==> src/rtl/pipeline_ctrl.sv <==
`default_nettype none
// ============================================================================
// Module   : pipeline_ctrl
// Purpose  : Stall vector, exception/ERET redirect sequencing and stall watchdog
// Revision : 1.0 - initial release
// ============================================================================
module pipeline_ctrl #(
  parameter logic [15:0] STALL_TIMEOUT = 16'd1024,
  parameter logic [31:0] EXC_VECTOR    = 32'h00000020
) (
  input  logic        clk,
  input  logic        rst,
  input  logic        stallreq_id,
  input  logic        stallreq_ex,
  input  logic        stallreq_mem,
  input  logic        exc_valid,
  input  logic        eret_valid,
  input  logic [31:0] cp0_epc,
  output logic [5:0]  stall,
  output logic        flush,
  output logic [31:0] new_pc,
  output logic        stall_timeout,
  output logic [31:0] stall_cycles
);

  typedef enum logic [1:0] {
    S_RUN      = 2'd0,
    S_EXC_WAIT = 2'd1,
    S_FLUSH    = 2'd2
  } state_t;

  localparam logic [5:0] c_STALL_NONE = 6'b000000;
  localparam logic [5:0] c_STALL_ID   = 6'b000111;
  localparam logic [5:0] c_STALL_EX   = 6'b001111;
  localparam logic [5:0] c_STALL_MEM  = 6'b011111;
  localparam logic [5:0] c_STALL_ALL  = 6'b111111;

  state_t      r_state;
  logic [31:0] r_target;
  logic [15:0] r_stall_run;
  logic        r_flush;
  logic [31:0] r_new_pc;
  logic        r_stall_timeout;
  logic [31:0] r_stall_cycles;

  logic [5:0]  w_req_stall;
  logic [5:0]  w_stall;
  logic        w_any_req;
  logic        w_redirect_req;
  logic        w_accept;
  logic [31:0] w_sel_target;

  assign w_any_req      = stallreq_id | stallreq_ex | stallreq_mem;
  assign w_redirect_req = exc_valid | eret_valid;
  assign w_sel_target   = exc_valid ? EXC_VECTOR : cp0_epc;

  always_comb begin
    w_req_stall = c_STALL_NONE;
    if (stallreq_mem)      w_req_stall = c_STALL_MEM;
    else if (stallreq_ex)  w_req_stall = c_STALL_EX;
    else if (stallreq_id)  w_req_stall = c_STALL_ID;
  end

  // Acceptance: the redirect can proceed because MEM is no longer waiting on the bus
  always_comb begin
    w_accept = 1'b0;
    case (r_state)
      S_RUN:      w_accept = w_redirect_req & ~stallreq_mem;
      S_EXC_WAIT: w_accept = ~stallreq_mem;
      default:    w_accept = 1'b0;
    endcase
  end

  always_comb begin
    w_stall = w_req_stall;
    if (rst || (r_state == S_FLUSH)) w_stall = c_STALL_NONE;
    else if (w_accept)               w_stall = c_STALL_ALL;
  end

  always_ff @(posedge clk) begin
    if (rst) begin
      r_state         <= S_RUN;
      r_target        <= 32'h0;
      r_flush         <= 1'b0;
      r_new_pc        <= 32'h0;
      r_stall_run     <= 16'h0;
      r_stall_timeout <= 1'b0;
      r_stall_cycles  <= 32'h0;
    end else begin
      case (r_state)
        S_RUN: begin
          if (w_redirect_req) begin
            r_target <= w_sel_target;
            r_state  <= stallreq_mem ? S_EXC_WAIT : S_FLUSH;
          end
        end
        S_EXC_WAIT: begin
          if (!stallreq_mem) r_state <= S_FLUSH;
        end
        S_FLUSH: r_state <= S_RUN;
        default: r_state <= S_RUN;
      endcase

      r_flush <= w_accept;
      // In RUN the target is being latched this same cycle, so bypass the register
      if (w_accept) r_new_pc <= (r_state == S_RUN) ? w_sel_target : r_target;

      if (w_any_req) begin
        if (r_stall_run != 16'hFFFF) r_stall_run <= r_stall_run + 16'd1;
        if (r_stall_run == (STALL_TIMEOUT - 16'd1)) r_stall_timeout <= 1'b1;
      end else begin
        r_stall_run <= 16'h0;
      end

      if (w_stall[0]) r_stall_cycles <= r_stall_cycles + 32'd1;
    end
  end

  assign stall         = w_stall;
  assign flush         = r_flush;
  assign new_pc        = r_new_pc;
  assign stall_timeout = r_stall_timeout;
  assign stall_cycles  = r_stall_cycles;

endmodule
`default_nettype wire

==> config.mk <==
export PLATFORM = sky130hd
export DESIGN_NAME = pipeline_ctrl
export DESIGN_NICKNAME = d
export VERILOG_FILES = /design/src/rtl/pipeline_ctrl.sv
export SDC_FILE = /design/constraint.sdc
export NUM_CORES = 1
export LEC_CHECK = 0
export BUFFER_PORTS_ARGS = -buffer_cell sky130_fd_sc_hd__buf_2
export CELL_PAD_IN_SITES_DETAIL_PLACEMENT = 1
export CELL_PAD_IN_SITES_GLOBAL_PLACEMENT = 1
export CORE_MARGIN = 2
export CORE_UTILIZATION = 25
export DETAILED_ROUTE_END_ITERATION = 10
export PLACE_DENSITY_LB_ADDON = 0.08
export SYNTH_ARGS = -nofsm -noshare
export SYNTH_HDL_FRONTEND = slang
export SYNTH_SLANG_ARGS = --single-unit
==> constraint.sdc <==
create_clock -name clk -period 2.08 [get_ports clk]
set_input_delay 0 -clock clk [delete_from_list [all_inputs] [get_ports clk]]
set_output_delay 0 -clock clk [all_outputs]
set_load 0.005 [all_outputs]
==> results_dict.tcl <==
set metrics [dict create \
    outcome "completed" \
    die_h_um 149.2 \
    cts_max_path_buffers 2 \
    finish.net_count 835 \
    detailedRoute.firstIterationViolations 202 \
    seq_total_area_yosys 0.4405 \
    routedWlPerCell_um 15.46 \
    chipWidth_um 149.2 \
    cp_launch_type "flop" \
    worstHoldEndpoint "r_target[6]" \
    reg2reg_capture_point "stall_cycles[31]" \
    final_cell_mix "115 x sky130_fd_sc_hd__dfxtp_1, 113 x sky130_fd_sc_hd__nand2_1, 109 x sky130_fd_sc_hd__buf_2" \
    drc 0 \
    synth_area_per_cell_um2 8.023 \
    multi_input_comb_area_mm2 0.002770 \
    grt_setup_unrepaired "no" \
    max_freq_mhz 519.2 \
    power_density_mw_per_mm2 892.9 \
    async_reset_ff_frac 0 \
    cts-buffers-inserted 17 \
    post_synth_inst_count 657 \
    synth_enable_flop_cells 0 \
    drt.antenna.violating_nets 0 \
    cts_root_buffer "sky130_fd_sc_hd__clkbuf_16" \
    critPathLaunch "r_state[1]" \
    post_synthesis_cell_area_mm2 0.005271 \
    min_delay_path_depth 4 \
    grt_antenna_before_repair 0 \
    path_clk_slew_ns 0.05 \
    final.setup_skew_ns 0.006391 \
    ff2ff_path_depth 5 \
    layout_min_cycle_time_ns 1.926 \
    synth_largest_type_area_fraction 0.4405 \
    area_growth_syn_to_layout_pct 36.70 \
    num-fill-cells 2496 \
    timing.reg2reg.setup_slack_ns 0.18 \
    mostFrequentLayoutCell "sky130_fd_sc_hd__dfxtp_1" \
    boundaryPins 111 \
    overflow 0 \
    grtUsageTotal 0.1553 \
    drt_first_pass_iters 4 \
    placement.io_buffers 110 \
    max_cap_viol_count 0 \
    insertedDiodeCount 0 \
    htree_levels 4 \
    p_leak_nw 2.717 \
    cp_data_required_time_ns 2.08 \
    totalNegativeSetupSlack_ns 0 \
    hold_viol 0 \
    number_of_max_slew_violations_in_the_final_report 0 \
    tightestPinTransition_ns 0.6511 \
    first_global_vias 5215 \
    yosysWarningCount 0 \
    drt_wl_total_um 16710 \
    max-slew-margin-rel 0.5648 \
    criticalPathCategory "flop to output pin" \
    synth_fp_nets 698 \
    vdd_ir_drop_max_v 0.0005325 \
    post_route_cells_drive_above_1_share 0.2208 \
    ys.flop_type "sky130_fd_sc_hd__dfxtp_1" \
    row_count 53 \
    detail_route.vias_per_cell 4.820 \
    finish.instance_area_mm2 0.007206 \
    endpoint_kind "output pin" \
    worst-path-max-fanout 6 \
    floorplan.die_area_mm2 0.02226 \
    dpl-instance-area_mm2 0.006196 \
    globalplace.congestion 0.7495 \
    clock_latency_ns 0.41 \
    synth_top_cells_by_area "sky130_fd_sc_hd__dfxtp_1 44%, sky130_fd_sc_hd__nand2_1 8.0%, sky130_fd_sc_hd__nor2_1 5.5%" \
    hp-start "cp0_epc[6]" \
    setup-violations-final 0 \
    final_util 0.3450 \
    synthDistinctLibCells 45 \
    largest_net_degree_at_the_start_of_global_routing 64 \
    floorplan.core_area_mm2 0.02089 \
    initial_core_util 0.2524 \
    worstReg2RegStart "stall_cycles[20]" \
    cts_tree "yes" \
    post-route-period-util 0.9259 \
    dp_hpwl_um 11130 \
    layoutNonFillerInstCount 1081 \
    clock-sinks 116 \
    wire_length_of_the_first_global_routing_pass_um 27290 \
    critPathArrivalTime_ns 1.93 \
    hp-class "primary input to flop" \
    final-seq-area_mm2 0.002323 \
    synth.ff_latch_count 116 \
    placedCellCount 1018 \
    netlist.top_cell.by_area "sky130_fd_sc_hd__dfxtp_1" \
    post-cts-setup-buffer-count 0 \
    vias 5210 \
]
[area by class of cell]
| type | instances | share of cell area |
|---|---|---|
| Inverter | 1 | 0.0005209 |
| Tap cell | 275 | 0.04775 |
| Clock inverter | 8 | 0.02709 |
| Timing Repair Buffer | 168 | 0.1500 |
| Clock buffer | 23 | 0.06772 |
| Sequential cell | 116 | 0.3225 |
| Multi-Input combinational cell | 490 | 0.3844 |
[power breakdown]
| part | switching [W] | internal (W) |
|---|---|---|
| clock network | 0.00105 | 0.00237 |
| registers | 0.0000598 | 0.00232 |
| logic | 0.000368 | 0.000262 |
| total | 0.00148 | 0.00496 |
[critical path: stages (launching register included)]
cell	delay, ns
sky130_fd_sc_hd__dfxtp_2	0.36
sky130_fd_sc_hd__or4b_2	0.63
sky130_fd_sc_hd__o211ai_1	0.13
sky130_fd_sc_hd__buf_4	0.17
sky130_fd_sc_hd__nor2_1	0.07
sky130_fd_sc_hd__buf_2	0.17
[flip-flops by register name, indices dropped and copies added, names as in the netlist]
register       count
r_target          32
flush              1
stall_timeout      1
r_stall_run       16
new_pc            32
stall_cycles      32
r_state            2
[what timing repair did]
action,4_1_cts,5_1_grt
resized for setup,0,1
endpoints found under the hold margin,54,0
hold buffers,32,0
endpoints found under the setup margin,0,1
[how the worst max path moves through the flow]
stage	slack, ns	to	depth (start not counted)
after global routing	0.03	stall_cycles[31]	5
after CTS	0.12	stall[2]	5
final	0.15	stall[2]	5
after global placement	0.23	stall_cycles[31]	5
after floorplan	0.32	r_stall_run[0]	7
after detailed placement	0.16	stall_cycles[31]	5
[kinds of logic (layout without fill, tap and decap cells)]
logic type	after synthesis	in the layout	synth area share
xor gates and xnor gates	34	34	0.05649
and+or+nand+nor	314	314	0.2874
buffers and inverters	51	200	0.03845
AOI/OAI and AO/OA	138	138	0.1685
DFF	116	116	0.4405
muxes	2	2	0.003798
adders and majority gates	2	2	0.004746
[metrics by stage]
stage               setup WS (ns)  hold slack [ns]  total power (W)
finish                     0.1541          0.03151         0.006434
global route              0.03328          0.04268         0.006740
CTS                        0.1157          0.01450         0.006542
detailed placement         0.1590           0.3873         0.003032
global placement           0.2325           0.3775         0.003015
floorplan                  0.3239           0.1942         0.002766
[cell usage after synthesis, types with 7 or more instances]
cell                       instances
sky130_fd_sc_hd__a21oi_1          51
sky130_fd_sc_hd__clkbuf_1         44
sky130_fd_sc_hd__or4_1             7
sky130_fd_sc_hd__nand2_1         113
sky130_fd_sc_hd__o21ai_0          36
sky130_fd_sc_hd__xnor2_1          25
sky130_fd_sc_hd__xor2_1            9
sky130_fd_sc_hd__dfxtp_1         116
sky130_fd_sc_hd__nor2b_1          33
sky130_fd_sc_hd__nor2_1           77
sky130_fd_sc_hd__a311oi_1         31
sky130_fd_sc_hd__nand4_1          13
sky130_fd_sc_hd__nand3_1          19
sky130_fd_sc_hd__nor4_1           11
sky130_fd_sc_hd__nor3_1           12
[metal layers]
| metal | global-route usage | up-vias | wire, um |
|---|---|---|---|
| met2 | 0.2500 | 107 | 7743 |
| met1 | 0.2009 | 2512 | 7807 |
| li1 | - | 2572 | - |
| met5 | 0 | - | 0 |
| met3 | 0.04067 | 19 | 866 |
| met4 | 0.05524 | 0 | 293 |
Power figures use the tool's default switching activity.
